File: config.mk
export PLATFORM = sky130hd
export DESIGN_NAME = cache_dm
export DESIGN_NICKNAME = d
export VERILOG_FILES = /design/src/rtl/system_widths_pkg.sv /design/src/rtl/cache_dm_array.sv /design/src/rtl/cache_dm.sv
export SDC_FILE = /design/constraint.sdc
export NUM_CORES = 1
export LEC_CHECK = 0
export ABC_AREA = 0
export BUFFER_PORTS_ARGS = -buffer_cell sky130_fd_sc_hd__buf_2
export CORE_UTILIZATION = 55
export CTS_BUF_LIST = sky130_fd_sc_hd__clkbuf_8
export CTS_CLUSTER_SIZE = 30
export DETAILED_ROUTE_END_ITERATION = 7
export HOLD_SLACK_MARGIN = 0.06
export PLACE_DENSITY_LB_ADDON = 0.08
export SYNTH_ARGS = -nofsm -noshare
export SYNTH_HDL_FRONTEND = slang
export SYNTH_SLANG_ARGS = --single-unit
File: constraint.sdc
create_clock -name clk -period 10.4 [get_ports clk]
set_input_delay 0.52 -clock clk [delete_from_list [all_inputs] [get_ports clk]]
set_output_delay 0.52 -clock clk [all_outputs]
set_load 0.05 [all_outputs]
File: src/rtl/system_widths_pkg.sv
// rtl/system_widths_pkg.sv - shared widths, FSM state type and helpers for cache_dm
package system_widths_pkg;

    localparam int DEF_ADDR_W    = 16;
    localparam int DEF_DATA_W    = 32;
    localparam int DEF_NUM_LINES = 16;
    localparam int CNT_W         = 32;

    typedef enum logic [1:0] {
        ST_IDLE     = 2'd0,
        ST_RESP     = 2'd1,
        ST_MEM_REQ  = 2'd2,
        ST_MEM_WAIT = 2'd3
    } cache_state_e;

    // Saturating increment: statistics counters stick at all-ones instead of wrapping.
    function automatic logic [CNT_W-1:0] sat_inc(input logic [CNT_W-1:0] v);
        return (v == {CNT_W{1'b1}}) ? v : v + {{(CNT_W-1){1'b0}}, 1'b1};
    endfunction

endpackage

File: src/rtl/cache_dm_array.sv
// rtl/cache_dm_array.sv - valid/tag/data storage, one read port, one write port, bulk valid clear
module cache_dm_array
    import system_widths_pkg::*;
#(
    parameter int DATA_W    = DEF_DATA_W,
    parameter int NUM_LINES = DEF_NUM_LINES,
    parameter int IDX_W     = $clog2(NUM_LINES),
    parameter int TAG_W     = DEF_ADDR_W - IDX_W
) (
    input  logic              clk,
    input  logic              reset,
    input  logic              clear,
    input  logic [IDX_W-1:0]  rd_idx,
    output logic              rd_valid,
    output logic [TAG_W-1:0]  rd_tag,
    output logic [DATA_W-1:0] rd_data,
    input  logic              wr_en,
    input  logic [IDX_W-1:0]  wr_idx,
    input  logic [TAG_W-1:0]  wr_tag,
    input  logic [DATA_W-1:0] wr_data
);

    logic [NUM_LINES-1:0] valid_q, valid_d;
    logic [TAG_W-1:0]     tag_q  [NUM_LINES];
    logic [TAG_W-1:0]     tag_d  [NUM_LINES];
    logic [DATA_W-1:0]    data_q [NUM_LINES];
    logic [DATA_W-1:0]    data_d [NUM_LINES];

    assign rd_valid = valid_q[rd_idx];
    assign rd_tag   = tag_q[rd_idx];
    assign rd_data  = data_q[rd_idx];

    // Next array contents: a write installs a line, a clear wipes every valid bit and wins over the write.
    always_comb begin
        valid_d = valid_q;
        tag_d   = tag_q;
        data_d  = data_q;
        if (wr_en) begin
            valid_d[wr_idx] = 1'b1;
            tag_d[wr_idx]   = wr_tag;
            data_d[wr_idx]  = wr_data;
        end
        if (clear) begin
            valid_d = '0;
        end
    end

    // Valid bits are the only reset state of the array.
    always_ff @(posedge clk) begin
        if (reset) begin
            valid_q <= '0;
        end else begin
            valid_q <= valid_d;
        end
    end

    // Tag and data contents are meaningless without a valid bit, so they are never reset.
    always_ff @(posedge clk) begin
        tag_q  <= tag_d;
        data_q <= data_d;
    end

endmodule

File: src/rtl/cache_dm.sv
// rtl/cache_dm.sv - direct-mapped write-through no-write-allocate cache with hit/miss counters
module cache_dm
    import system_widths_pkg::*;
#(
    parameter int ADDR_W    = DEF_ADDR_W,
    parameter int DATA_W    = DEF_DATA_W,
    parameter int NUM_LINES = DEF_NUM_LINES
) (
    input  logic              clk,
    input  logic              reset,
    input  logic              cache_req_valid,
    output logic              cache_req_ready,
    input  logic              cache_req_we,
    input  logic [ADDR_W-1:0] cache_req_addr,
    input  logic [DATA_W-1:0] cache_req_write,
    output logic              cache_resp_valid,
    output logic [DATA_W-1:0] cache_resp_data,
    output logic              mem_req_valid,
    input  logic              mem_req_ready,
    output logic              mem_req_we,
    output logic [ADDR_W-1:0] mem_req_addr,
    output logic [DATA_W-1:0] mem_req_write,
    input  logic              mem_resp_valid,
    input  logic [DATA_W-1:0] mem_resp_data,
    input  logic              flush,
    output logic [31:0]       hit_count,
    output logic [31:0]       miss_count
);

    localparam int IDX_W = $clog2(NUM_LINES);
    localparam int TAG_W = ADDR_W - IDX_W;

    cache_state_e      state_q, state_d;
    logic [ADDR_W-1:0] addr_q, addr_d;
    logic              we_q, we_d;
    logic [DATA_W-1:0] wdata_q, wdata_d;
    logic [DATA_W-1:0] hit_data_q, hit_data_d;
    logic              fill_kill_q, fill_kill_d;
    logic [31:0]       hit_count_q, hit_count_d;
    logic [31:0]       miss_count_q, miss_count_d;

    logic              arr_valid;
    logic [TAG_W-1:0]  arr_tag;
    logic [DATA_W-1:0] arr_data;
    logic              arr_wr_en;
    logic [IDX_W-1:0]  arr_wr_idx;
    logic [TAG_W-1:0]  arr_wr_tag;
    logic [DATA_W-1:0] arr_wr_data;

    logic              accept;
    logic              tag_match;

    // The array is only looked up in IDLE, so it is always addressed by the incoming request.
    cache_dm_array #(
        .DATA_W    (DATA_W),
        .NUM_LINES (NUM_LINES),
        .IDX_W     (IDX_W),
        .TAG_W     (TAG_W)
    ) u_array (
        .clk      (clk),
        .reset    (reset),
        .clear    (flush),
        .rd_idx   (cache_req_addr[IDX_W-1:0]),
        .rd_valid (arr_valid),
        .rd_tag   (arr_tag),
        .rd_data  (arr_data),
        .wr_en    (arr_wr_en),
        .wr_idx   (arr_wr_idx),
        .wr_tag   (arr_wr_tag),
        .wr_data  (arr_wr_data)
    );

    assign accept     = cache_req_valid && cache_req_ready;
    assign tag_match  = arr_valid && (arr_tag == cache_req_addr[ADDR_W-1:IDX_W]);
    assign hit_count  = hit_count_q;
    assign miss_count = miss_count_q;

    // Next-state, datapath capture and all bus outputs of the transaction FSM.
    always_comb begin
        state_d          = state_q;
        addr_d           = addr_q;
        we_d             = we_q;
        wdata_d          = wdata_q;
        hit_data_d       = hit_data_q;
        fill_kill_d      = fill_kill_q;
        hit_count_d      = hit_count_q;
        miss_count_d     = miss_count_q;
        cache_req_ready  = (state_q == ST_IDLE) && !reset;
        cache_resp_valid = 1'b0;
        cache_resp_data  = '0;
        mem_req_valid    = 1'b0;
        mem_req_we       = 1'b0;
        mem_req_addr     = addr_q;
        mem_req_write    = '0;
        arr_wr_en        = 1'b0;
        arr_wr_idx       = cache_req_addr[IDX_W-1:0];
        arr_wr_tag       = cache_req_addr[ADDR_W-1:IDX_W];
        arr_wr_data      = cache_req_write;

        // A flush while a fill is outstanding means the returning data may be stale w.r.t. the flush.
        if (flush && (state_q == ST_MEM_REQ || state_q == ST_MEM_WAIT)) begin
            fill_kill_d = 1'b1;
        end

        unique case (state_q)
            ST_IDLE: begin
                if (accept) begin
                    addr_d      = cache_req_addr;
                    we_d        = cache_req_we;
                    wdata_d     = cache_req_write;
                    fill_kill_d = 1'b0;
                    if (cache_req_we) begin
                        arr_wr_en = tag_match;
                        state_d   = ST_MEM_REQ;
                    end else if (tag_match && !flush) begin
                        hit_data_d  = arr_data;
                        hit_count_d = sat_inc(hit_count_q);
                        state_d     = ST_RESP;
                    end else begin
                        miss_count_d = sat_inc(miss_count_q);
                        state_d      = ST_MEM_REQ;
                    end
                end
            end
            ST_RESP: begin
                cache_resp_valid = 1'b1;
                cache_resp_data  = hit_data_q;
                state_d          = ST_IDLE;
            end
            ST_MEM_REQ: begin
                mem_req_valid = 1'b1;
                mem_req_we    = we_q;
                mem_req_write = we_q ? wdata_q : '0;
                if (mem_req_ready) begin
                    state_d = ST_MEM_WAIT;
                end
            end
            ST_MEM_WAIT: begin
                if (mem_resp_valid) begin
                    cache_resp_valid = 1'b1;
                    cache_resp_data  = we_q ? '0 : mem_resp_data;
                    arr_wr_en        = !we_q && !fill_kill_q && !flush;
                    arr_wr_idx       = addr_q[IDX_W-1:0];
                    arr_wr_tag       = addr_q[ADDR_W-1:IDX_W];
                    arr_wr_data      = mem_resp_data;
                    state_d          = ST_IDLE;
                end
            end
            default: state_d = ST_IDLE;
        endcase
    end

    // State and transaction registers; reset abandons any transaction in flight.
    always_ff @(posedge clk) begin
        if (reset) begin
            state_q      <= ST_IDLE;
            addr_q       <= '0;
            we_q         <= 1'b0;
            wdata_q      <= '0;
            hit_data_q   <= '0;
            fill_kill_q  <= 1'b0;
            hit_count_q  <= '0;
            miss_count_q <= '0;
        end else begin
            state_q      <= state_d;
            addr_q       <= addr_d;
            we_q         <= we_d;
            wdata_q      <= wdata_d;
            hit_data_q   <= hit_data_d;
            fill_kill_q  <= fill_kill_d;
            hit_count_q  <= hit_count_d;
            miss_count_q <= miss_count_d;
        end
    end

endmodule

# Word level (Yosys, flattened, before mapping)
# Cells that the tools add are included.
# op_classes
addsub,2
multipliers,0
div,0
n_lt_le_gt_ge,6
eq_ne,9
n_shift,0
n_mux,44
bitwise,7
reduce_logical,21
# ops
op,n
512-bit bitwise mux,1
32-bit two-way mux,9
192-bit bitwise mux,1
32-bit binary-select mux with 4-bit select,1
32-bit demux with 4-bit select,1
32-bit by 1-bit adder with 32-bit output (second input constant),2
32-bit equality test (second input constant),2
32-bit one-hot mux with 2 select lines,1
12-bit two-way mux,5
12-bit binary-select mux with 4-bit select,1
12-bit demux with 4-bit select,1
16-bit OR,1
12-bit equality test,1
1-bit two-way mux,11
5-bit greater-or-equal comparator (second input constant),2
4-bit by 5-bit less-than comparator with 1-bit output (second input constant),2
2-bit two-way mux,5
4-bit inverter with 5-bit output,2
5-bit AND reduction,2
1-bit logical AND,9
4-bit two-way mux,2
2-bit one-hot mux with 4 select lines,1
2-bit != test (second input constant),3
5-bit by 1-bit less-than comparator with 1-bit output (second input constant),1
14 further kinds,22
# totals
reg_bits,868
latch_bits,0
mem_bits_rw,0
mem_bits_ro,0
input_bits,87
out_inout_bits,148
elab_cells,130
memories,0

# Depth between registers and ports, before layout
# Gate-level depths: netlist (run 1).
# logic_depth
word_depth,11
ltp_mapped,16
mapped_depth_nobuf,11

# By module
# Synthesis (run 1) repeated with hierarchy kept, for this count alone.
# unflattened
hier_cells,2205
hier_area_um2,35013.6
# modules_own_cells
module,instances,cells_each,area_each_um2,seq_area_each_um2
cache_dm_array,1,1139,27289.9,21460.6
cache_dm,1,1066,7723.7,2962.8

# Least setup slack after synthesis (run 1)
# Ideal clock, no wire load.
# synth_timing
path_type,in2reg
startpoint,input cache_req_addr[3]
endpoint,"register u_array.data_q[128] (netlist bit), enable pin"
setup_ns,0.500
t_arrival_ns,6.009
required_ns,9.900
slack_ns,3.891
stages,12
n_path_buf,4
path_cell_list,clkbuf_1 buf_2 buf_2 mux4_2 a221oi_1 xor2_1 o2111ai_1 or2_1 nor4_1 a21oi_1 clkbuf_1 nor3_1
# synth_via
elab_chain_len,9
elab_cells_between_ends,11
cone_classes,eq/ne (1); mux (8); bitwise (1); reduce/logical (1)
# synth_rtl
item,line_no,text
"start, declared",cache_dm.sv:14,"input logic [ADDR_W-1:0] cache_req_addr,"
4-bit inverter with 5-bit output (implied by the code),cache_dm_array.sv:30,assign rd_tag = tag_q[rd_idx];
12-bit binary-select mux with 4-bit select,cache_dm_array.sv:30,
12-bit two-way mux (implied by the code) (2 in series),cache_dm_array.sv:30,
12-bit equality test,cache_dm.sv:74,assign tag_match = arr_valid && (arr_tag == cache_req_addr[ADDR_W-1:IDX_W]);
1-bit logical AND (*),cache_dm.sv:74,
1-bit two-way mux (*),cache_dm.sv:112,if (cache_req_we) begin
1-bit two-way mux (*),cache_dm.sv:107,if (accept) begin
1-bit one-hot mux with 2 select lines (*),cache_dm.sv:105,unique case (state_q)
"end signal, assigned",cache_dm_array.sv:60,data_q <= data_d;
"end, declared",cache_dm_array.sv:26,logic [DATA_W-1:0] data_q [NUM_LINES];
# Every way passes the cells marked *; elsewhere a longest branch is shown, timed or not. The select of a mux whose other input is x is not followed.
# A chain may end at the register's enable or synchronous reset.

# Worst setup path in the final report (run 1)
# layout_timing
startpoint,input cache_req_addr[2]
endpoint,"register u_array.data_q[101] (netlist bit), enable pin"
# Same word-level chain as after synthesis.

==> results of run 1 <==
-- metal layers --
metal	track usage, %	vias to the layer above
met5	0	-
met4	9.02	0
met3	5.38	117
met2	44.2	912
met1	39.2	10800
li1	-	9225
-- layout make-up --
type / instances / area (um^2) / share of cell area [%]
Sequential cell: 868 / 24400 / 60.6
Clock buffer: 157 / 2160 / 5.36
Tap cell: 846 / 1060 / 2.63
Antenna cell: 2 / 5.00 / 0.0124
Multi-Input combinational cell: 1168 / 10100 / 25.2
Clock inverter: 92 / 523 / 1.30
Inverter: 20 / 75.1 / 0.186
Timing Repair Buffer: 316 / 1920 / 4.75
-- path summary, 6_finish.rpt --
check        slack, ps  cells past startpoint                   to
min reg2reg        450                      2          wdata_q[25]
max               4770                     13  u_array.data_q[101]
max reg2reg       5670                     11  u_array.data_q[101]
min                140                      2        hit_count[30]
-- cells by family after synthesis --
logic type	count (synthesis)	synth area share, %
xor+xnor	26	0.670
compound gates	186	3.69
mux	280	14.9
simple gates	670	9.07
flops	868	69.5
fa+ha+maj	6	0.214
buf+inv	148	1.91
-- registers in the layout, indices dropped and copies added (netlist names) --
name	count
fill_kill_q	1
hit_count	32
hit_data_q	32
mem_req_addr	16
miss_count	32
state_q	2
u_array.data_q	512
u_array.tag_q	192
u_array.valid_q	16
wdata_q	32
we_q	1
-- where the power goes --
group	leakage [nW]	internal, mW	switching [mW]	total (mW)
Combinational	5.07	0.193	0.510	0.703
Clock	1.48	1.50	1.31	2.81
Sequential	7.66	3.84	0.0298	3.87
-- layout by cell type (no fill, tap or decap), types with 42 or more instances in the layout --
cell,n
edfxtp_1,704
nand2_1,283
buf_2,230
mux4_2,192
dfxtp_1,164
clkbuf_8,158
nor2_1,91
nand3_1,76
mux2i_1,64
inv_1,56
and3_1,54
dlygate4sd3_1,42
buf_4,42
-- per-stage QoR --
stage	setup WS [ps]	instance area [um^2]	util (%)	std cells	hold WS [ps]
floorplan	3890	35100	-	2184	414
global placement	3880	37200	59.0	3176	431
detailed placement	3940	37200	59.0	3176	441
CTS	4780	40300	63.9	3467	77.8
global route	4480	40300	63.9	3468	99.5
finish	4770	40300	63.9	3469	136
-- worst max-delay path, cell delays in order --
cell and delay, ps:
clkbuf_8 690, buf_4 710, mux4_2 580, a22o_1 210, a221oi_1 240, xor2_1 230
o2111ai_1 250, or2_1 300, nor4_1 350, a21oi_2 50, buf_4 270, nor3_2 870
buf_4 650
==> flow_metrics.tcl, run 1 <==
set metrics [dict create \
    nNetsFinal 2606 \
    die_width_um 255 \
    num_rows 92 \
    slew-limit-headroom_pct 19.7 \
    hpwl_mm 49.7 \
    setup_viol 0 \
    clockBufferDepth 3 \
    critPathArrivalTime_ps 6030 \
    top_layer "met4" \
    core_um2 63100 \
    drt_pass1_iterations 5 \
    ys_types 71 \
    hold_viol_final 0 \
    drtAntennaViolNets 0 \
    yosysSeqAreaShare_pct 69.5 \
    skew_ps 23.5 \
    syn_area_per_cell_um2 16.1 \
    viasPerCell 6.07 \
    pin_count 235 \
    cap_violations 0 \
    cts_resized 0 \
    clk_latency_ps 780 \
    outcome "completed" \
    report.final.slew_viol_count 0 \
    synth_top_area_cell "edfxtp_1" \
    post_cts_buffers 0 \
    wl_mm 88.0 \
    synth_top_area_share_pct 60.2 \
    die_h_um 255 \
    wl_per_cell_um 25.4 \
    rsz0062_at_grt "false" \
    yosys-top-cells-count "edfxtp_1, nand2_1, mux4_2" \
    ir_drop_uv 120 \
    cts_tree "done" \
    routabilityCongestion 0.875 \
    grt_use_total_pct 27.9 \
    startpoint "cache_req_addr[2]" \
    path_max_fanout 95 \
    numCtsBuffers 139 \
    p_total_mw 7.39 \
    ys_warn_count 0 \
    syn_to_final_growth_pct 14.7 \
    met3_wirelength_mm 6.81 \
    layout-drive-gt1-share_pct 27.1 \
    antenna_found_initial 3 \
    clk_pin_slew_ps 60 \
    hold_buffers 42 \
    grt-ovfl-total 0 \
    grt_first_pass_wirelength_mm 131 \
    first_global_vias 21000 \
    cp-start-kind "input port" \
    reg2reg_from "u_array.tag_q[17]" \
    tightestPinTransition_ps 1200 \
    synth_nets 2277 \
    end_kind "flop" \
    drt-initial-drc-count 2086 \
    port_buffers 234 \
    cp.required_ps 10800 \
    htree_num_levels 4 \
    vias 21100 \
    p_per_area_nw_per_um2 183 \
    synth_cells 2184 \
    wl_met1_mm 36.9 \
    cts_num_sinks 868 \
    yosysMostFrequentCell "edfxtp_1" \
    fin_tns_setup_ps 0 \
    ys_seq_elements 868 \
    num-fill-cells 4609 \
    synthArstFlopShare_pct 0 \
    synth_edf_count 704 \
    syn-cell-area_um2 35100 \
    yosys-top-cells-area "edfxtp_1, mux4_2, dfxtp_1" \
    leakage_nw 14.2 \
    hp-class "input port to flop" \
    clock.fmax_mhz 178 \
    drc 0 \
    dr_wl_met2_mm 42.7 \
    ys.flop_type "edfxtp_1" \
    die_area_um2 64900 \
    holdCritStartpoint "reset" \
    timing.final.crit_period_ps 5630 \
    path_class "input port to flop" \
    start_util_pct 55.7 \
    grt_max_degree 96 \
    clockRootBuffer "clkbuf_8" \
    timing.final.crit_share_pct 54.1 \
]
Note: power is estimated with default switching activity, not from simulation.
==> inputs of run 2 (changes only) <==
Clock period 10.4 ns to 5.4 ns, I/O delays scaled along.
==> flow_metrics.tcl, run 2 (same netlist as run 1, synthesis figures left out) <==
set metrics [dict create \
    path_class "input port to flop" \
    hp-class "input port to flop" \
    vias 20900 \
    cp-start-kind "input port" \
    clock.fmax_mhz 241 \
    path_max_fanout 39 \
    placed_cells 3181 \
    ir_drop_uv 209 \
    p_per_area_nw_per_um2 348 \
    p_total_mw 14.1 \
    skew_ps 39.4 \
    end_kind "flop" \
    grt-ovfl-total 0 \
    post_cts_buffers 0 \
    num_rows 92 \
    viasPerCell 6.00 \
    cts_tree "done" \
    outcome "completed" \
    antenna_found_initial 3 \
    critical-path-top-delay-family "simple AND/OR/NAND/NOR gates" \
    largest_reg_flops 512 \
    clockBufferDepth 3 \
    routabilityCongestion 0.825 \
    numCtsBuffers 141 \
    cp_cell_sequence "dlygate4sd3_1 > buf_8 > nor2b_1 > a22oi_1 > a31o_2 > a211oi_1 > a31oi_1 > or2_1 > nor4_1 > a21oi_2 > nor3_2 > buf_4" \
    grt_max_degree 69 \
    timing.final.crit_period_ps 4140 \
    die_h_um 255 \
    grt_first_pass_wirelength_mm 127 \
    report.final.slew_viol_count 0 \
    final_util_pct 64.3 \
    cp.required_ps 5790 \
    syn_to_final_growth_pct 15.5 \
    regMostFlops "u_array.data_q" \
    slowest_stage "nor2b_1" \
    holdWs_ps 155 \
    wl_mm 86.0 \
    start_util_pct 55.7 \
    slew-limit-headroom_pct 17.1 \
    critPathArrivalTime_ps 4540 \
    nNetsFinal 2623 \
    first_global_vias 20900 \
    tightestPinTransition_ps 1240 \
    mostFrequentLayoutCell "edfxtp_1" \
    pin_count 235 \
    critPathMaxStageDelay_ps 720 \
    grt_use_total_pct 27.2 \
    setup_viol 0 \
    drc 0 \
    cap_violations 0 \
    layout-drive-gt1-share_pct 27.4 \
    die_width_um 255 \
    port_buffers 234 \
    drt_pass1_iterations 7 \
    timing.final.crit_share_pct 76.7 \
    hold_viol_final 0 \
    final_cell_mix "edfxtp_1, nand2_1, buf_2, mux4_2, dfxtp_1" \
    core_um2 63100 \
    die_area_um2 64900 \
    clockRootBuffer "clkbuf_8" \
    drtAntennaViolNets 0 \
    post_layout_nonfiller_instances 3491 \
    leakage_nw 14.4 \
    hpwl_mm 50.1 \
    clk_latency_ps 790 \
    drt-initial-drc-count 1925 \
    rsz0062_at_grt "false" \
    clk_pin_slew_ps 60 \
    cts_num_sinks 868 \
    crit_buf_inv 3 \
    htree_num_levels 4 \
    reg.largest.list "u_array.data_q x512, u_array.tag_q x192" \
    wl_per_cell_um 24.6 \
]
## run 2: metal layers
layer	up-vias	global-route usage [%]	part of all wire, %	wire length, um
li1	9273	-	-	-
met1	10700	37.6	42	35800
met2	854	43.1	48	41600
met3	111	6.46	8.1	6980
met4	2	8.23	1.9	1610
met5	-	0	0.015	13
## run 2: layout make-up
cell class	count	area (um^2)
Clock buffer	158	2170
Multi-Input combinational cell	1168	10100
Inverter	20	75.1
Antenna cell	2	5.00
Tap cell	846	1060
Timing Repair Buffer	331	2220
Clock inverter	98	473
Sequential cell	868	24400
Fill cell	4658	22500
## run 2: timing repair
item,4_1_cts,5_1_grt
endpoints found under the setup margin,0,0
hold endpoints to repair,90,0
hold buffers,52,0
gates resized for setup,0,0
## run 2: stage by stage
step	setup WS, ps	TNS [ps]	cell area (um^2)
6_report	1260	0	40600
5_1_grt	1040	0	40600
4_1_cts	1370	0	40600
3_5_place_dp	810	0	37400
3_3_place_gp	737	0	37400
2_1_floorplan	-859	-565920	35100
## run 2: path summary, 6_finish.rpt
kind,startpoint,endpoint,slack (ps),cells past startpoint
hold / removal,cache_req_valid,miss_count[15],150,6
setup / recovery,cache_req_addr[0],u_array.data_q[477],1260,12
hold reg to reg,u_array.valid_q[15],u_array.valid_q[15],450,2
setup reg to reg,u_array.tag_q[113],u_array.data_q[477],1520,10
## run 2: where the power goes
| group | internal (mW) | switching (mW) |
|---|---|---|
| Clock | 2.74 | 2.56 |
| Combinational | 0.385 | 0.977 |
| Sequential | 7.40 | 0.0608 |
| Total | 10.5 | 3.60 |
## run 2: worst min-delay path, cell delays in order
cell and delay, ps:
buf_2 120, nand2_2 60, nor2_1 90, nand3_1 90
nor3b_1 50, mux2_2 210
==> inputs of run 3 (changes only) <==
Clock period 5.4 ns to 3.3 ns, I/O delays scaled along.
==> flow_metrics.tcl, run 3 (same netlist as run 1, synthesis figures left out) <==
set metrics [dict create \
    grt_use_total_pct 31.9 \
    crit_buf_inv 4 \
    die_area_um2 64900 \
    timing.final.crit_share_pct 111 \
    leakage_nw 16.1 \
    drt_pass1_iterations 6 \
    skew_ps 34.0 \
    outcome "complete, but fails checks" \
    p_per_area_nw_per_um2 531 \
    first_global_vias 22100 \
    pre_cts_ws_ps -456 \
    hp-class "input port to flop" \
    critPathMaxStageDelay_ps 560 \
    ir_drop_uv 355 \
    tightestPinTransition_ps 1260 \
    nNetsFinal 2829 \
    rsz0062_at_grt "true" \
    largest_reg_flops 512 \
    final_cell_mix "edfxtp_1, nand2_1, buf_2, mux4_2, dfxtp_1" \
    clockBufferDepth 3 \
    grt-ovfl-total 0 \
    cap_violations 0 \
    slew-limit-headroom_pct 16.2 \
    numCtsBuffers 141 \
    pin_count 235 \
    cp.required_ps 3760 \
    fin_tns_setup_ps -171870 \
    core_um2 63100 \
    setup_ws_ps -348 \
    clk_latency_ps 800 \
    hold_viol_final 0 \
    clockRootBuffer "clkbuf_8" \
    vias 22900 \
    antenna_found_initial 3 \
    report.final.slew_viol_count 0 \
    clk_pin_slew_ps 60 \
    htree_num_levels 4 \
    cp_cell_sequence "mux4_2 > mux4_2 > xnor2_4 > nand4b_1 > nor4_4 > buf_4 > a21oi_4 > buf_12 > buf_12 > nor3_4 > buf_12" \
    die_h_um 255 \
    mostFrequentLayoutCell "edfxtp_1" \
    clock.fmax_mhz 274 \
    cts_num_sinks 868 \
    cp-start-kind "flop" \
    setup_viol 731 \
    drc 0 \
    holdCritStartpoint "cache_req_write[3]" \
    timing.final.crit_period_ps 3650 \
    path_class "flop to flop" \
    end_kind "flop" \
    drtAntennaViolNets 0 \
    hpwl_mm 55.6 \
    reg2reg_from "u_array.tag_q[52]" \
    placed_cells 3279 \
    slowest_stage "mux4_2" \
    holdWs_ps 114 \
    syn_to_final_growth_pct 25.2 \
    die_width_um 255 \
    violations "negative setup slack" \
    wl_mm 103 \
    port_buffers 234 \
    viasPerCell 6.20 \
    cpMostUsedCell "buf_12" \
    critPathArrivalTime_ps 4110 \
    grt_first_pass_wirelength_mm 147 \
    drt-initial-drc-count 2730 \
    cts_tree "done" \
    post_layout_nonfiller_instances 3698 \
    reg.largest.list "u_array.data_q x512, u_array.tag_q x192" \
    p_total_mw 23.4 \
    routabilityCongestion 0.841 \
    layout-drive-gt1-share_pct 32.8 \
    wl_per_cell_um 27.9 \
    grt_max_degree 75 \
    startpoint "u_array.tag_q[52]" \
    start_util_pct 55.7 \
    path_max_fanout 21 \
    num_rows 92 \
    critical-path-top-delay-family "multiplexers" \
    regMostFlops "u_array.data_q" \
]
-- run 3: path summary, 6_finish.rpt --
kind	end	slack [ps]	depth (start not counted)
worst min register to register	wdata_q[5]	450	2
worst max register to register	u_array.tag_q[135]	-350	11
worst min-delay path	wdata_q[3]	110	4
worst max-delay path	u_array.tag_q[135]	-350	11
-- run 3: metal layers --
metal / track usage (%) / routed length, um / part of all wire, % / up-vias
met1: 44.0 / 40400 / 39 / 11600
met4: 11.7 / 2790 / 2.7 / 2
met3: 7.13 / 10400 / 10 / 185
li1: - / - / - / 9725
met5: 0 / 9 / 0.0087 / -
met2: 50.1 / 49800 / 48 / 1396
-- run 3: timing repair --
item,4_1_cts,5_1_grt
pin swaps,3,9
hold buffers,56,0
buffers inserted,49,6
gates cloned,42,12
endpoints found under the hold margin,111,0
endpoints found under the setup margin,709,817
resized for setup,94,28
-- run 3: where the power goes --
part | total (mW) | leakage [nW] | internal, mW | switching, mW
Clock | 8.72 | 1.53 | 4.42 | 4.30
Combinational | 2.43 | 6.87 | 0.740 | 1.69
Sequential | 12.2 | 7.66 | 12.1 | 0.0976
-- run 3: area by class of cell --
cell class,instances,area [um^2]
sequential,868,24400
fill,4164,19100
multi-input combinational,1171,10400
timing repair buffer,534,5390
clock buffer,159,2190
tap,846,1060
clock inverter,97,440
inverter,20,75.1
antenna,3,7.51
-- run 3: stage by stage --
stage,area (um^2),utilization [%]
6_report,44000,69.7
5_1_grt,44000,69.7
4_1_cts,43600,69.1
3_5_place_dp,38400,60.9
3_3_place_gp,38400,60.9
2_1_floorplan,35400,-
-- run 3: tightest hold or removal path: stages --
cell	delay, ps
dlygate4sd3_1	510
buf_2	100
nand2_1	40
nand2_1	50
